### config.mk
export PLATFORM = sky130hd
export DESIGN_NAME = sdram_aref_ctrl
export DESIGN_NICKNAME = d
export VERILOG_FILES = /design/src/rtl/sdram_aref_ctrl.sv
export SDC_FILE = /design/constraint.sdc
export NUM_CORES = 1
export LEC_CHECK = 0
export CAP_MARGIN = 20
export CELL_PAD_IN_SITES_DETAIL_PLACEMENT = 1
export CELL_PAD_IN_SITES_GLOBAL_PLACEMENT = 2
export CORE_MARGIN = 2
export CORE_UTILIZATION = 41
export DETAILED_ROUTE_END_ITERATION = 7
export DONT_BUFFER_PORTS = 1
export PLACE_DENSITY_LB_ADDON = 0.1
export SYNTH_ARGS = -nofsm -noshare
export SYNTH_HDL_FRONTEND = slang
export SYNTH_SLANG_ARGS = --single-unit
### constraint.sdc
create_clock -name clk_100 -period 5.8 [get_ports clk_100]
set_clock_uncertainty 0.1 [all_clocks]
set_input_delay 1.45 -clock clk_100 [delete_from_list [all_inputs] [get_ports clk_100]]
set_output_delay 1.45 -clock clk_100 [all_outputs]
set_load 0.01 [all_outputs]
### src/rtl/sdram_aref_ctrl.sv
// SDRAM auto-refresh engine: interval ticker, refresh debt tracking
// and PRECHARGE-ALL + AREF burst sequencing on arbiter grant.
module sdram_aref_ctrl #(
  parameter int REF_INTERVAL_CYC = 780,
  parameter int T_RP_CYC         = 2,
  parameter int T_RFC_CYC        = 7,
  parameter int BURST_MAX        = 2,
  parameter int MAX_DEBT         = 8,
  parameter int URGENT_TH        = 6,
  parameter int ADDR_W           = 13,
  parameter int BA_W             = 2
) (
  input  logic              clk_100,
  input  logic              rst_n_lock,
  input  logic              init_end,
  input  logic              aref_en,
  output logic              aref_req,
  output logic              aref_urgent,
  output logic              aref_end,
  output logic [3:0]        aref_cmd,
  output logic [BA_W-1:0]   aref_ba,
  output logic [ADDR_W-1:0] aref_addr,
  output logic [3:0]        debt_cnt,
  output logic              debt_ovf
);

  localparam logic [3:0] CMD_NOP  = 4'b0111;
  localparam logic [3:0] CMD_PRE  = 4'b0010;
  localparam logic [3:0] CMD_AREF = 4'b0001;

  localparam int IW = $clog2(REF_INTERVAL_CYC + 1);
  localparam int BW = $clog2(BURST_MAX + 1);
  localparam int TMAX = (T_RP_CYC > T_RFC_CYC) ? T_RP_CYC : T_RFC_CYC;
  localparam int WW = $clog2(TMAX + 1);
  // WAIT states last T-1 cycles; the command cycle itself is the first
  localparam int RP_LD  = (T_RP_CYC > 1) ? T_RP_CYC - 2 : 0;
  localparam int RFC_LD = (T_RFC_CYC > 1) ? T_RFC_CYC - 2 : 0;

  typedef enum logic [2:0] {
    S_IDLE,
    S_PRE,
    S_WAIT_RP,
    S_AREF,
    S_WAIT_RFC,
    S_DONE
  } state_t;

  state_t          r_state;
  state_t          w_state_nxt;
  logic [IW-1:0]   r_icnt;
  logic [3:0]      r_debt;
  logic [3:0]      w_debt_nxt;
  logic [BW-1:0]   r_burst;
  logic [BW-1:0]   w_burst_nxt;
  logic [WW-1:0]   r_wait;
  logic [WW-1:0]   w_wait_nxt;
  logic [3:0]      r_cmd;
  logic            r_req;
  logic            r_urg;
  logic            r_end;
  logic            r_ovf;
  logic            w_tick;
  logic            w_issue;
  logic            w_ovf_set;
  logic            w_more;

  assign w_tick  = init_end && (r_icnt == IW'(REF_INTERVAL_CYC - 1));
  assign w_issue = (r_state == S_AREF);

  always_comb begin
    w_debt_nxt = r_debt;
    w_ovf_set  = 1'b0;
    if (w_tick && !w_issue) begin
      if (r_debt == 4'(MAX_DEBT)) w_ovf_set = 1'b1;
      else                        w_debt_nxt = r_debt + 4'd1;
    end else if (!w_tick && w_issue) begin
      w_debt_nxt = r_debt - 4'd1;
    end
  end

  assign w_burst_nxt = w_issue ? r_burst + BW'(1) : r_burst;
  assign w_more = (w_burst_nxt < BW'(BURST_MAX)) && (w_debt_nxt != 4'd0);

  always_comb begin
    w_state_nxt = r_state;
    w_wait_nxt  = r_wait;
    unique case (r_state)
      S_IDLE: begin
        if (aref_en && (r_debt != 4'd0)) w_state_nxt = S_PRE;
      end
      S_PRE: begin
        w_wait_nxt  = WW'(RP_LD);
        w_state_nxt = (T_RP_CYC > 1) ? S_WAIT_RP : S_AREF;
      end
      S_WAIT_RP: begin
        if (r_wait == '0) w_state_nxt = S_AREF;
        else              w_wait_nxt  = r_wait - WW'(1);
      end
      S_AREF: begin
        w_wait_nxt = WW'(RFC_LD);
        if (T_RFC_CYC > 1) w_state_nxt = S_WAIT_RFC;
        else               w_state_nxt = w_more ? S_AREF : S_DONE;
      end
      S_WAIT_RFC: begin
        if (r_wait == '0) w_state_nxt = w_more ? S_AREF : S_DONE;
        else              w_wait_nxt  = r_wait - WW'(1);
      end
      S_DONE: begin
        w_state_nxt = S_IDLE;
      end
      default: begin
        w_state_nxt = S_IDLE;
      end
    endcase
  end

  always_ff @(posedge clk_100 or negedge rst_n_lock) begin
    if (!rst_n_lock) begin
      r_state <= S_IDLE;
      r_icnt  <= '0;
      r_debt  <= '0;
      r_burst <= '0;
      r_wait  <= '0;
      r_cmd   <= CMD_NOP;
      r_req   <= 1'b0;
      r_urg   <= 1'b0;
      r_end   <= 1'b0;
      r_ovf   <= 1'b0;
    end else if (!init_end) begin
      // sticky overflow survives the init clear
      r_state <= S_IDLE;
      r_icnt  <= '0;
      r_debt  <= '0;
      r_burst <= '0;
      r_wait  <= '0;
      r_cmd   <= CMD_NOP;
      r_req   <= 1'b0;
      r_urg   <= 1'b0;
      r_end   <= 1'b0;
    end else begin
      r_state <= w_state_nxt;
      r_icnt  <= w_tick ? '0 : r_icnt + IW'(1);
      r_debt  <= w_debt_nxt;
      r_burst <= (r_state == S_DONE) ? '0 : w_burst_nxt;
      r_wait  <= w_wait_nxt;
      r_ovf   <= r_ovf | w_ovf_set;
      r_cmd   <= (r_state == S_PRE)  ? CMD_PRE  :
                 (r_state == S_AREF) ? CMD_AREF : CMD_NOP;
      r_req   <= (r_debt != 4'd0) && (r_state == S_IDLE);
      r_urg   <= (r_debt >= 4'(URGENT_TH));
      r_end   <= (r_state == S_DONE);
    end
  end

  assign aref_cmd    = r_cmd;
  assign aref_ba     = '1;
  assign aref_addr   = '1;
  assign aref_req    = r_req;
  assign aref_urgent = r_urg;
  assign aref_end    = r_end;
  assign debt_cnt    = r_debt;
  assign debt_ovf    = r_ovf;

endmodule

Yosys cells after proc, flatten, opt, wreduce, memory -nomap -nowiden
Cells that the tools add are included.

word-level totals
  register bits = 30
  latch bits = 0
  RAM bits = 0
  bits in read-only memories = 0
  bits of input ports = 4
  output and inout bits = 27
  logic and storage cells = 71
  memories = 0

cells by class
  add/subtract/negate cells = 5
  multiply operators = 0
  divide/modulo/power cells = 0
  order comparisons = 2
  eq/ne operators = 12
  shift-type cells = 0
  mux-type cells = 26
  bitwise logic cells = 1
  reduce and logical (&&, ||, !) cells = 15

operators by type and width
  cell                   count
  $mux 3                 10
  $mux 10                2
  $mux 4                 4
  $pmux 3 s5             1
  $ne 3x3->1 const B     4
  $add 10x1->10 const B  1
  $eq 10x10->1 const B   1
  $pmux 3 s3             1
  $reduce_bool 4->1      2
  $eq 3x2->1 const B     2
  $eq 3x3->1 const B     2
  $logic_and 1x1->1      6
  $logic_not 3->1        2
  $mux 2                 3
  $mux 1                 5
  $add 4x1->4 const B    1
  $eq 4x4->1 const B     1
  $ge 4x3->1 const B     1
  $ne 4x2->1 const B     1
  $sub 4x1->4 const B    1
  $eq 3x1->1 const B     1
  $reduce_and 3->1       1
  $sub 3x1->3 const B    1
  $add 2x1->2 const B    1
  other kinds (5)        6

Longest topological paths before layout
Gate-level depths: netlist of the first run.

  depth after elaboration = 12
  gate-level depth with buffers = 8
  depth with buffers taken out = 8

Worst setup path before layout of the first run
No wires, ideal clock.

  kind = input to register
  from = input init_end
  to = register r_state[1]
  library setup time = 0.130 ns
  arrival time = 2.484 ns
  required time = 5.570 ns
  path slack = 3.087 ns
  stages = 7
  path buffers = 1
  cell sequence = nand2_1 -> and4b_1 -> buf_2 -> o21ba_1 -> a22o_1 -> nor4b_2 -> o31ai_1

on the way
  longest elaborated chain between the ends = 11
  elaborated cells on any way between the ends = 16
  classes of those cells = 3 x eq/ne; 6 x mux; 7 x reduce/logical

RTL lines
  what                  line  RTL
  start, declared       15    input logic init_end,
  $logic_and 1x1->1     67    assign w_tick = init_end && (r_icnt == IW'(REF_INTERVAL_CYC - 1));
  $logic_not 1->1       76    end else if (!w_tick && w_issue) begin
  $logic_and 1x1->1     76
  $mux 4                76
  $mux 4                73    if (w_tick && !w_issue) begin
  $reduce_bool 4->1     82    assign w_more = (w_burst_nxt < BW'(BURST_MAX)) && (w_debt_nxt != 4'd0);
  $logic_and 1x1->1     82
  $mux 3 (2 in series)  105   if (r_wait == '0) w_state_nxt = w_more ? S_AREF : S_DONE;
  $pmux 3 s5            87    unique case (r_state)
  $mux 3                129   end else if (!init_end) begin
  end signal, assigned  141   r_state <= w_state_nxt;
  end, declared         48    state_t r_state;

Several ways; a longest one is shown, not always the timed one. The select of a mux whose other input is x is not followed.
A chain may end at the register's enable or synchronous reset.

Worst setup path in the final report of the first run
Ends and elaborated chain as after synthesis.

==> impl_metrics.ini, run 1 <==
[global_routing]
grt_pass1_wl_microns = 6375
grt_use_total_pct = 18.67
grt_overflow = 0
grt_antenna_before_repair = 0
grt_max_degree = 30
grt_pass1_vias = 1349

[worst_setup_path]
required_ps = 5890
path_cells = nand2_1 -> and4b_1 -> a22oi_1 -> xnor2_1 -> nor4b_2 -> o31ai_1
crit_type = in2reg
crit_slowest_cell = and4b_1
reg2reg_slack_ps = 3590
crit_path_start = init_end
ff2ff_path_depth = 6
critPathArrivalTime_ps = 2640
critPathMaxFanout = 13
worstSetupStartpointType = input pin
slowest_delay_ps = 370
end_kind = flop
timing.rr.start = r_icnt[2]
path_buf_inv = 0
cp_num_cells = 6
rr_endpoint = r_state[1]
critPathTopFamily = simple AND/OR/NAND/NOR gates

[die]
die_area_sq_um = 4692
start_util_pct = 42.63
die_y_microns = 68.50
num_rows = 23
coreArea_sq_um = 4000
die_w_microns = 68.50
ios = 31

[layout]
drive_gt1_share_pct = 8.152
final_util_pct = 44.89
nets = 193
insertedDiodeCount = 0
syn2layout_area_growth_pct = 5.282

[clocking]
cts.path.max_buffers = 2
h-tree-depth = 2
clk_pin_slew_ps = 70
cts_buffers = 5
hold_buffers = 0
cts.sinks = 29
cts_tree = done
cts_resized = 0
postCtsSetupBuffers = 0
cts_root_buf = clkbuf_8
clock_latency_ps = 270

[pwr]
power.density_nw_per_um2 = 250.4
leakagePower_nw = 0.8274
power_w = 0.0004496
irDropWorstVdd_mv = 0.1340

[min_path]
hold_path.class = reg2reg
min_to = r_icnt[0]
holdPathStages = 1
hold_start = r_icnt[0]

[logic_synthesis]
synth_top_cell_by_area = dfrtp_1
yosysMostFrequentCell = nor2_1
ys_types = 45
yosysTopAreaCellShare_pct = 38.15
synthArstFlopShare_pct = 100.0
seq_area_frac_synth_pct = 42.77
avgSynthCellArea_sq_um = 9.319
ys.flop_type = dfrtp_1
yosys_warnings = 0
syn_inst = 183
syn_area_sq_um = 1705
ys_ff_latch = 29
synthTopCellsByCount = nor2_1, dfrtp_1, buf_4
synth_edf_count = 0
ys_top_cells_by_area = dfrtp_1, buf_4, nor2_1

[routing]
num_vias = 1236
drt_iter0_drc = 38
wl_microns = 3731
drtAntennaViolNets = 0
drc = 0
wl_per_cell_microns = 15.94
avgViaCountPerCell = 5.282
drt-pass1-iter-count = 4

[timing]
slew_viol_final = 0
layout_setup_ws_ps = 3247
grt_setup_unrepaired = no
setup-violations-final = 0
max_freq_mhz = 391.8
hold_violations = 0
layout_min_cycle_time_ps = 2553
finalCritPeriodShare_pct = 44.01
fin_tns_setup_ps = 0

[job]
cap_violations = 0

[place]
gp_congestion = 0.8389
hpwl_microns = 2758
pre_cts_ws_ps = 2977
io_buffers = 0

[outcome]
status = finished clean
[worst max-delay path by stage]
stage,to
3_3_place_gp,r_state[1]
5_1_grt,r_state[1]
6_report,r_state[1]
3_5_place_dp,r_state[1]
2_1_floorplan,r_state[1]
4_1_cts,r_state[1]
[cell type report]
class | count | area [sq um]
Tap cell | 50 | 62.56
Sequential cell | 29 | 729.5
Inverter | 8 | 30.03
Multi-Input combinational cell | 139 | 857.1
Clock inverter | 1 | 30.03
Clock buffer | 7 | 86.33
Fill cell | 473 | 2205
[metal layers]
| metal | vias to the layer above | track usage, % | part of all wire (%) |
|---|---|---|---|
| met4 | 0 | 3.750 | 0.32 |
| met1 | 630 | 21.16 | 43 |
| met5 | - | 0 | 0 |
| met3 | 2 | 5.844 | 4.3 |
| li1 | 579 | - | - |
| met2 | 25 | 34.25 | 53 |
[state kept, by name, indices dropped and copies added (netlist names)]
signal	cells
r_icnt	10
debt_cnt	4
aref_cmd	3
r_state	3
r_wait	3
r_burst	2
aref_end	1
aref_req	1
aref_urgent	1
debt_ovf	1
[through the flow]
| step | cells | instance area (sq um) | hold slack, ps |
|---|---|---|---|
| after global placement | 226 | 1679 | 376.5 |
| final | 234 | 1795 | 393.0 |
| after global routing | 234 | 1795 | 435.9 |
| after CTS | 234 | 1795 | 402.5 |
| after detailed placement | 226 | 1679 | 383.4 |
| after floorplan | 197 | 1758 | 347.9 |
[cells by family (layout without fill, tap and decap cells)]
logic type / count (synthesis) / after routing / share of synthesized area, %
flops: 29 / 29 / 42.77
mux: 2 / 2 / 1.174
fa+ha+maj: 6 / 6 / 4.402
buf+inv: 29 / 16 / 10.05
compound gates: 27 / 27 / 10.93
xor+xnor: 13 / 13 / 6.676
simple gates: 75 / 75 / 23.55
other cells: 2 / 16 / 0.4404
[power by group]
group / internal (W) / leakage, nW / switching (W)
sequential: 0.000206 / 0.390 / 0.00000392
combinational: 0.00000657 / 0.379 / 0.0000148
clock: 0.000140 / 0.0585 / 0.0000783
[cell usage in the layout, fill, tap and decap left out, types with 2 or more instances in the layout]
cell type,count
nor3b_1,3
conb_1,16
clkbuf_8,6
mux2i_1,2
nor2_1,28
nand4_1,2
xor2_1,6
nand2b_1,3
and2_1,2
o31ai_1,2
inv_1,8
nor2b_1,3
o21ai_0,4
dfrtp_1,26
nand2_1,13
a21oi_1,8
dfstp_2,3
a22oi_1,2
ha_1,6
xnor2_1,7
and3_1,4
a21boi_0,2
nand3_1,7
No activity file was read; power rests on OpenSTA's default activity.
==> run 2: changes to the inputs <==
--- a/config.mk
+++ b/config.mk
@@ -9,7 +9,7 @@
 export CELL_PAD_IN_SITES_DETAIL_PLACEMENT = 1
 export CELL_PAD_IN_SITES_GLOBAL_PLACEMENT = 2
 export CORE_MARGIN = 2
-export CORE_UTILIZATION = 41
+export CORE_UTILIZATION = 38
 export DETAILED_ROUTE_END_ITERATION = 7
 export DONT_BUFFER_PORTS = 1
 export PLACE_DENSITY_LB_ADDON = 0.1
==> constraint.sdc (replaced) <==
create_clock -name clk_100 -period 2.4 [get_ports clk_100]
set_clock_uncertainty 0.1 [all_clocks]
set_input_delay 0.6 -clock clk_100 [delete_from_list [all_inputs] [get_ports clk_100]]
set_output_delay 0.6 -clock clk_100 [all_outputs]
set_load 0.01 [all_outputs]
==> impl_metrics.ini, run 2 (synthesized netlist as in run 1, its figures left out) <==
[pwr]
seq_power_share_pct = 45.6
pwr-share-comb_pct = 5.6
sw_frac_of_total_pct = 23.16
clock_power_share_pct = 48.7
leakagePower_nw = 0.8576
p_switching_w = 0.0002574
internal_power_w = 0.0008541
power.density_nw_per_um2 = 600.2
irDropWorstVdd_mv = 0.2448

[global_routing]
grt_antenna_before_repair = 0
grt_use_total_pct = 16.10
grt_pass1_wl_microns = 6285
grt_pass1_vias = 1316
grt_max_degree = 27
grt_overflow = 0

[routing]
drc = 0
drt_iter0_drc = 38
drtAntennaViolNets = 0
num_vias = 1234
wl_per_cell_microns = 14.96
wl_microns = 3606
drt-pass1-iter-count = 4
avgViaCountPerCell = 5.120

[layout]
nets = 198
syn2layout_area_growth_pct = 8.584
multi_input_area_sq_um = 857.1
drive_gt1_share_pct = 11.11
final_util_pct = 42.82
regMostFlops = r_icnt
largest_reg_flops = 10
final_common_cell = nor2_1
fin_cells = 241
final_cell_mix = nor2_1, dfrtp_1, conb_1, nand2_1
fillers = 519
regArea_sq_um = 729.5
insertedDiodeCount = 0

[place]
gp_congestion = 0.7985
hpwl_microns = 2561
io_buffers = 0
place_inst = 232

[worst_setup_path]
crit_type = reg2reg
timing.rr.start = r_icnt[2]
crit_slowest_cell = dfrtp_1
ff2ff_path_depth = 6
end_kind = flop
path_buf_inv = 0
critPathMaxFanout = 6
reg2reg_slack_ps = 270
rr_endpoint = r_state[1]
critPathTopFamily = simple AND/OR/NAND/NOR gates
slowest_delay_ps = 460
critPathArrivalTime_ps = 2190
worstSetupStartpointType = flop
required_ps = 2460
path_cells = nor4b_4 -> and4b_1 -> a22oi_1 -> mux2i_1 -> nor4b_2 -> o31ai_1

[clocking]
cts_tree = done
clock_latency_ps = 290
cts_buffers = 5
cts.sinks = 29
clk_pin_slew_ps = 70
cts_root_buf = clkbuf_8
cts.path.max_buffers = 2
h-tree-depth = 2

[timing]
setup-violations-final = 0
fin_tns_setup_ps = 0
slew_viol_final = 0
fin_hold_ws_ps = 27.31
hold_violations = 0
layout_min_cycle_time_ps = 2129
grt_setup_unrepaired = no
finalCritPeriodShare_pct = 88.70
max_freq_mhz = 469.8

[die]
die_y_microns = 70.99
start_util_pct = 39.44
die_area_sq_um = 5040
die_w_microns = 70.99
coreArea_sq_um = 4324
ios = 31
num_rows = 24

[min_path]
hold_path.class = in2async

[outcome]
status = finished clean

[job]
cap_violations = 0
run 2: cell count changes in the layout (fill, tap and decap cells not counted), sizes merged:
| cell | before | now |
|---|---|---|
| buf | 0 | 5 |
| clkbuf | 7 | 6 |
| clkinvlp | 0 | 1 |
run 2: stage by stage:
step	total power [W]	setup slack [ps]	area [sq um]
after floorplan	0.0005759	440.2	1758
after global placement	0.0005642	340.2	1712
after detailed placement	0.0005668	296.0	1712
final	0.001111	271.3	1852
after CTS	0.001122	265.9	1852
after global routing	0.001153	110.1	1852
run 2: layout make-up:
cell class              instances  share of cell area [%]
repair buffers                  5                   2.703
clock inverters                 2                   2.027
flip-flops and latches         29                   39.39
multi-input cells             139                   46.28
well taps                      52                   3.514
inverters                       8                   1.622
clock buffers                   6                   4.459
run 2: how the worst max path moves through the flow:
stage	startpoint	endpoint	slack, ps	depth (start not counted)
global route	r_icnt[2]	r_state[1]	110	6
CTS	r_icnt[2]	r_state[1]	270	6
floorplan	r_icnt[2]	r_state[1]	440	6
global placement	r_icnt[2]	r_state[1]	340	6
detailed placement	r_icnt[2]	r_state[1]	300	6
finish	r_icnt[2]	r_state[1]	270	6
run 2: timing repair:
action,4_1_cts,5_1_grt
resized for setup,0,0
hold endpoints to repair,26,0
buffers inserted,0,0
hold buffers,1,0
run 2: power by group through the flow:
stage	clock network (W)	registers, W	logic [W]
after floorplan	0	0.000514	0.0000622
after global placement	0	0.000516	0.0000484
after detailed placement	0	0.000516	0.0000511
after CTS	0.000552	0.000507	0.0000635
after global routing	0.000571	0.000508	0.0000738
final	0.000542	0.000507	0.0000627
run 2: routing by layer:
layer	global-route usage (%)	part of all wire (%)	wire length (microns)
met1	19.75	45	1635
met2	27.10	49	1778
met3	3.846	3.6	131
met4	6.709	1.7	60
met5	0	0	0
